==> src/rtl/floatmul_pipe.sv <==
// floatmul_pipe: pipelined IEEE-754-style multiplier joining two valid/ready operand streams
module floatmul_pipe #(
  parameter int EXP_W  = 8,
  parameter int FRAC_W = 23,
  parameter int STAGES = 3
) (
  input  logic                    clk,
  input  logic                    rst_n,
  output logic                    busy,
  input  logic                    a_valid,
  input  logic [EXP_W+FRAC_W:0]   a_payload,
  output logic                    a_ready,
  input  logic                    b_valid,
  input  logic [EXP_W+FRAC_W:0]   b_payload,
  output logic                    b_ready,
  output logic                    o_valid,
  output logic [EXP_W+FRAC_W:0]   o_payload,
  output logic [3:0]              o_flags,
  input  logic                    o_ready
);
  localparam int W  = 1 + EXP_W + FRAC_W;
  localparam int PW = 2 * FRAC_W + 2;
  localparam int EW = EXP_W + 2;
  localparam logic [EW-1:0] BIAS_E = {3'b000, {EXP_W-1{1'b1}}};
  localparam logic [EW-1:0] MAX_E  = {2'b00, {EXP_W{1'b1}}};
  localparam logic [W-1:0]  QNAN   = {1'b0, {EXP_W{1'b1}}, 1'b1, {FRAC_W-1{1'b0}}};
  logic                sa, sb, sign;
  logic [EXP_W-1:0]    ea, eb;
  logic [FRAC_W-1:0]   fa, fb;
  logic                a_zero, b_zero, a_inf, b_inf, a_nan, b_nan;
  logic [PW-1:0]       prod;
  logic [PW-2:0]       pn;
  logic                hi, g, st, rb, cy, ovf, uf;
  logic [FRAC_W-1:0]   fr, fr_out;
  logic [EW-1:0]       e;
  logic [W-1:0]        inf_v, zero_v;
  logic [W+3:0]        norm, res;
  logic [STAGES-1:0]   v, rdy;
  logic [W+3:0]        d [STAGES];
  logic                r, fire;
  assign {sa, ea, fa} = a_payload;
  assign {sb, eb, fb} = b_payload;
  assign sign   = sa ^ sb;
  assign a_zero = ~|ea;
  assign b_zero = ~|eb;
  assign a_inf  = &ea & ~|fa;
  assign b_inf  = &eb & ~|fb;
  assign a_nan  = &ea & |fa;
  assign b_nan  = &eb & |fb;
  assign inf_v  = {sign, {EXP_W{1'b1}}, {FRAC_W{1'b0}}};
  assign zero_v = {sign, {W-1{1'b0}}};
  // pn drops the hidden bit after normalising so the product sits in [1,2)
  assign prod   = {{FRAC_W+1{1'b0}}, 1'b1, fa} * {{FRAC_W+1{1'b0}}, 1'b1, fb};
  assign hi     = prod[PW-1];
  assign pn     = hi ? prod[PW-2:0] : {prod[PW-3:0], 1'b0};
  assign fr     = pn[2*FRAC_W -: FRAC_W];
  assign g      = pn[FRAC_W];
  assign st     = |pn[FRAC_W-1:0];
  assign rb     = g & (st | fr[0]);
  assign cy     = rb & &fr;
  assign fr_out = fr + {{FRAC_W-1{1'b0}}, rb};
  assign e      = {2'b00, ea} + {2'b00, eb} - BIAS_E + {{EW-1{1'b0}}, hi} + {{EW-1{1'b0}}, cy};
  assign ovf    = ~e[EW-1] & (e >= MAX_E);
  assign uf     = e[EW-1] | ~|e;
  assign norm   = ovf ? {inf_v, 4'b0101} :
                  uf  ? {zero_v, 4'b0011} :
                        {sign, e[EXP_W-1:0], fr_out, 3'b000, g | st};
  assign res    = (a_nan | b_nan)                     ? {QNAN, 4'b0000} :
                  ((a_inf & b_zero) | (b_inf & a_zero)) ? {QNAN, 4'b1000} :
                  (a_inf | b_inf)                     ? {inf_v, 4'b0000} :
                  (a_zero | b_zero)                   ? {zero_v, 4'b0000} : norm;
  always_comb begin
    r   = o_ready;
    rdy = '0;
    for (int k = STAGES - 1; k >= 0; k--) begin
      r      = ~v[k] | r;
      rdy[k] = r;
    end
  end
  assign fire      = a_valid & b_valid & rdy[0];
  assign a_ready   = b_valid & rdy[0];
  assign b_ready   = a_valid & rdy[0];
  assign busy      = |v;
  assign o_valid   = v[STAGES-1];
  assign o_payload = d[STAGES-1][W+3:4];
  assign o_flags   = d[STAGES-1][3:0];
  always_ff @(posedge clk or negedge rst_n)
    if (!rst_n) begin
      v <= '0;
      for (int k = 0; k < STAGES; k++) d[k] <= '0;
    end else begin
      if (rdy[0]) v[0] <= fire;
      if (fire) d[0] <= res;
      for (int k = 1; k < STAGES; k++) begin
        if (rdy[k]) v[k] <= v[k-1];
        if (rdy[k] & v[k-1]) d[k] <= d[k-1];
      end
    end
endmodule

==> config.mk <==
export PLATFORM = sky130hd
export DESIGN_NAME = floatmul_pipe
export DESIGN_NICKNAME = d
export VERILOG_FILES = /design/src/rtl/floatmul_pipe.sv
export SDC_FILE = /design/constraint.sdc
export NUM_CORES = 2
export LEC_CHECK = 0
export CAP_MARGIN = 25
export CORE_ASPECT_RATIO = 0.9
export CORE_MARGIN = 8
export CORE_UTILIZATION = 58
export CTS_CLUSTER_SIZE = 24
export DETAILED_ROUTE_END_ITERATION = 16
export GPL_TIMING_DRIVEN = 1
export PLACE_DENSITY = 0.8
export SLEW_MARGIN = 15
export SYNTH_ARGS = -nofsm -noshare
export SYNTH_HDL_FRONTEND = slang
export SYNTH_SLANG_ARGS = --single-unit
==> constraint.sdc <==
create_clock -name clk -period 2.2 [get_ports clk]
set_input_delay 0.33 -clock clk [delete_from_list [all_inputs] [get_ports clk]]
set_output_delay 0.33 -clock clk [all_outputs]
set_load 0.05 [all_outputs]
* Yosys cells after proc, flatten, opt, wreduce, memory -nomap -nowiden
Index checks and enable logic that the tools add are counted.
** Word-level totals
- Word-level logic and storage cells :: 65
- Flip-flop bits (word level) :: 111
** Operators by class
- Reduce and logical (&&, ||, !) cells :: 15
- $lt $le $gt $ge :: 1
- Add/sub/neg operators :: 5
- Multiply operators :: 1
- Muxes and demuxes :: 7
- Bitwise gates (word level) :: 30
** Operator list (number)
- $mux W35 :: 4
- $mux W36 :: 2
- $reduce_or A23 Y1 :: 3
- $mul A24 B24 Y48 :: 1
- $mux W47 :: 1
- $add A23 B1 Y23 :: 1
- $reduce_and A23 Y1 :: 1
- $add A10 B1 Y10 :: 2
- $reduce_and A8 Y1 :: 2
- $reduce_or A8 Y1 :: 2
- $and A1 B1 Y1 :: 15
- $ge A10 B8 Y1 const B :: 1
- $or A1 B1 Y1 :: 10
- $reduce_or A10 Y1 :: 1
- $sub A9 B7 Y10 const B :: 1
- $add A8 B8 Y9 :: 1
- $logic_not A1 Y1 :: 5
- $not A1 Y1 :: 4
- $reduce_or A3 Y1 :: 1
- $xor A1 B1 Y1 :: 1

* Depth between registers and ports, before layout
- Depth after elaboration :: 16
- Depth in mapped cells :: 45

* Worst setup path after synthesis
Ideal clock, no wire load.
- Path kind :: input -> register
- Start :: input port b_payload[3]
- End :: register d[96] (netlist name)
- Path slack :: -8.029 ns
- Stages :: 44
- Data arrival time :: 10.137 ns
- Library setup time :: 0.092 ns
- Cells stage by stage :: clkbuf_1 > nand2_1 > fa_1 > inv_1 > fa_1 > inv_1 > fa_1 > inv_1 > fa_1 > inv_1 > fa_1 > inv_1 > fa_1 > inv_1 > fa_1 > inv_1 > ha_1 > buf_2 > (+8 left out) > a211oi_1 > nand3_1 > nor4_1 > fa_1 > inv_1 > fa_1 > nor2b_1 > o21ai_0 > a21boi_0 > o21ai_0 > a21oi_1 > xnor2_1 > nor4_1 > nor2_1 > nor4b_1 > clkbuf_8 > o31ai_1 > o31ai_2
** Between the ends
- Word-level cells in the longest chain between the ends :: 16
- Elaborated cells between the ends (all ways) :: 30
** RTL lines
- start: declaration :: RTL line 14 : input logic [EXP_W+FRAC_W:0] b_payload,
- branches (longest 15 deep; another with $mul A24 B24 Y48)
- $mux W36 (*) :: RTL line 68 : assign res = (a_nan | b_nan) ? {QNAN, 4'b0000} :
- end signal: indexed assignment :: RTL line 96 : if (rdy[k] & v[k-1]) d[k] <= d[k-1];
- end: declaration :: RTL line 39 : logic [W+3:0] d [STAGES];
Every way passes the cells marked *.
A chain may end at the register's enable or synchronous reset.

* Final worst setup path
- Start :: input port a_payload[9]
- End :: register d[97] (netlist name)
** Between the ends
- Word-level cells in the longest chain between the ends :: 16
- Elaborated cells between the ends (all ways) :: 30
** RTL lines
- start: declaration :: RTL line 11 : input logic [EXP_W+FRAC_W:0] a_payload,
- branches (longest 15 deep; another with $mul A24 B24 Y48)
- $mux W36 (*) :: RTL line 68
Marked as above.

==> reports/metrics.sh <==
GRT_ANTENNA_BEFORE_REPAIR=6
GP_WEIGHTED_CONGESTION=0.982
POSTLAYOUTCOREUTIL_PCT=80.6
FINAL_HOLD_VIOL_COUNT=0
WORST-R2R-SETUP-SLACK_NS=-0.05
CP_MAX_FO=8
SYNTH.LARGEST_AREA_CELL='fa_1'
STARTING_UTILIZATION_OF_THE_CORE_AREA_PCT=59.0
FIN_CRIT_SH_PCT=455
SYNTH.TOP_CELL.AREA_SHARE_PCT=38.1
CLK-INSERTION-DELAY-LATE_NS=0.36
IO_PINS=109
REQUIRED_NS=2.44
SETUP.WORST_PATH.END_CLASS='flip-flop'
VIA_COUNT_OF_THE_FIRST_GLOBAL_ROUTING_PASS=26700
SYNTH-ADDER-AREA-SHARE_PCT=47.4
SYNTH_AREA_LEADERS='fa_1, dfrtp_1, ha_1'
VIOLATIONS='setup timing'
NETLIST-CELL-TYPE-COUNT=89
GRT_PASS1_WL_UM=145000
YOSYS.AREA_SHARE.SIMPLE_PCT=17.1
DRC_VIOLATIONS_LEFT=0
FINCLKSKEW_NS=0.0124
SYNTH-COMPOUND-AREA-SHARE_PCT=6.32
CTS_BUFFER_DEPTH=2
GRT_SETUP_UNREPAIRED='true'
SYNTH.MOST_COMMON_CELL='inv_1'
NNETSFINAL=4214
DIE-AREA_UM2=50800
ANTENNA_NETS_POST_ROUTE=0
GRT_REMAINING_OVERFLOW=0
VIA_PER_INST=6.06
DIEHEIGHT_UM=215
WORST_PATH_CLASS_SETUP='input pin to flip-flop'
COMMONEST_REGISTER_CELL_AFTER_SYNTHESIS='dfrtp_1'
WORSTHOLDPATHTYPE='input pin to async pin'
PORT_BUFFERS=108
ROOT_BUF_CELL='clkbuf_16'
SYN-NUM-NETS=3551
SYNTHESIS.YOSYS.WARNINGS=0
CP-START-KIND='input pin'
AREA_GROWTH_PCT=36.7
CLK_TRANSITION_REPORTED_PATHS_NS=0.08
ROUTED_WIRE_LENGTH_PER_INSTANCE_UM=24.3
CAP_VIOL_MAX_COUNT=0
CRIT_PATH_MAX_INCR_DELAY_NS=0.72
DOMINANT_COMBINATIONAL_CELL_FAMILY_BY_AREA_AFTER_SYNTHESIS='adder cells'
SLEW_VIOLATIONS=0
CRIT_SLOWEST_CELL='fa_1'
SYNTHARSTFLOPSHARE_PCT=100
CTS_TREE='yes'
FIRST_PASS_ITERS=10
SYNTH.CELLS.MOST_FREQUENT='inv_1, fa_1, nand2_1'
YOSYS.AREA_SHARE.XOR_XNOR_PCT=2.68
YOSYS-MUX-AREA-FRACTION_PCT=3.71
CTS-HTREE-LEVELS=3
CTS_INSERTED_BUFFERS=9
SYNTH_SEQ_AREA_SHARE_PCT=10.9
MAXSLEWHEADROOM_PCT=8.76
NETLIST_AREA_UM2=25400
CLOCK-SINKS=111
OUTCOME='complete, but fails checks'
FLOORPLAN.DIE.WIDTH_UM=237
R2R_START='v[2]'
MAX_CLOCK_FREQ_MHz=99.8
GROUTE.USAGE.OVERALL_PCT=36.4
ARRIVAL_NS=10.26
FINAL.SETUP.WORST_SLACK_NS=-7.82
WORST_SLEW_PIN_SLEW_NS=1.36
HPWLAFTERDP_UM=64000
FF2FF_PATH_DEPTH=11
CORE_AREA_UM2=43200
DR.FIRST_ITER.DRC_COUNT=2555
SYNTH-SEQ-CELLS=111
NETLIST_INSTANCES=2808
CRIT_TOP_CELL='buf_4'
GRT_START_MAX_NET_PINS=41
SYNTH-EDFF-COUNT=0
FIN_CRIT_NS=10.02
WL_UM=98000
SYNTH_AREA_PER_CELL_UM2=9.06
SETUP_VIOL=36
FINAL_LAYOUT_SIZE_SUFFIX_GT1_SHARE_PCT=34.8
REGTOREGENDPOINT='d[105]'
PLACEMENT_ROWS=72
ROUTE.VIAS.TOTAL=24400
[stage by stage]
step	hold WS (ns)	setup WS (ns)	cell area [um2]	instances	TNS (ns)
after global routing	0.507	-8.04	34800	4032	-270.52
after CTS	0.468	-7.23	34200	3991	-242.98
final	0.453	-7.82	34800	4034	-263.60
after floorplan	0.0344	-7.25	26000	2808	-237.27
after detailed placement	0.307	-8.69	30800	3785	-291.89
after global placement	0.299	-8.45	30800	3785	-284.11
[cell usage in the layout (no fill, tap or decap), types with 15 or more instances in the layout]
cell type        instances
nand3_1                 18
inv_1                  508
o21ai_0                 25
nor3_1                  23
xor2_1                  23
xnor2_1                 42
clkdlybuf4s50_1         58
inv_2                   59
nand4_1                 31
fa_2                    54
mux2_2                  74
nand2_2                 38
nor4_1                  18
ha_4                    22
buf_4                  570
nand2_1                318
and2_4                  39
buf_6                   66
a21o_1                  19
buf_12                  61
nor2_1                 111
buf_2                   15
ha_1                   164
and2_1                 190
a21oi_1                 38
dfrtp_1                111
fa_1                   430
[worst max-delay path, delay by kind of cell]
kind / cells / cell delay [ns]
AO/OA/AOI/OAI: 5 / 1.19
XOR/XNOR: 2 / 0.34
adder cells (fa/ha/maj): 8 / 4.08
buffers and inverters: 30 / 3.47
AND/OR/NAND/NOR: 4 / 0.84
[cell type report]
class | count | area [um2]
Clock buffer | 9 | 225
Tap cell | 555 | 694
Timing Repair Buffer | 818 | 7690
Multi-Input combinational cell | 1950 | 21100
Sequential cell | 111 | 2780
Antenna cell | 3 | 7.51
Inverter | 581 | 2240
Clock inverter | 7 | 76.3
Fill cell | 2361 | 8370
[worst max path at each step]
stage                       start     to  cells past startpoint
floorplan            a_payload[8]  d[96]                     44
CTS                 a_payload[15]  d[96]                     42
finish               a_payload[9]  d[97]                     49
global placement     a_payload[6]  d[96]                     41
detailed placement   a_payload[6]  d[96]                     40
global route         a_payload[9]  d[96]                     42
[state kept, by name, summed over array words and instances, names as in the netlist]
name       count
d             72
o_flags        4
o_payload     32
v              3
[cells by family after synthesis]
| logic type | after synthesis |
|---|---|
| and+or+nand+nor | 884 |
| buffers and inverters | 747 |
| muxes | 85 |
| adders and majority gates | 674 |
| xor gates and xnor gates | 76 |
| DFF | 111 |
| AOI/OAI and AO/OA | 231 |
[layer usage]
| metal | global-route usage (%) | share of wire (%) |
|---|---|---|
| met1 | 40.8 | 32 |
| met2 | 59.8 | 46 |
| met3 | 12.4 | 13 |
| met4 | 21.2 | 8.6 |
| met5 | 0.977 | 0.11 |
[repair_timing]
item                                    in CTS  in global routing
resized for setup                          473                161
endpoints found under the setup margin      36                 37
hold endpoints to repair                    32                  0
pin swaps                                  176                119
hold buffers                                 1                  0
buffers inserted                           176                 47
gates cloned                                14                  1
Power is left out: the tool's default activity adds up to more than one toggle a clock period on the data nets, which glitch-free logic cannot reach.
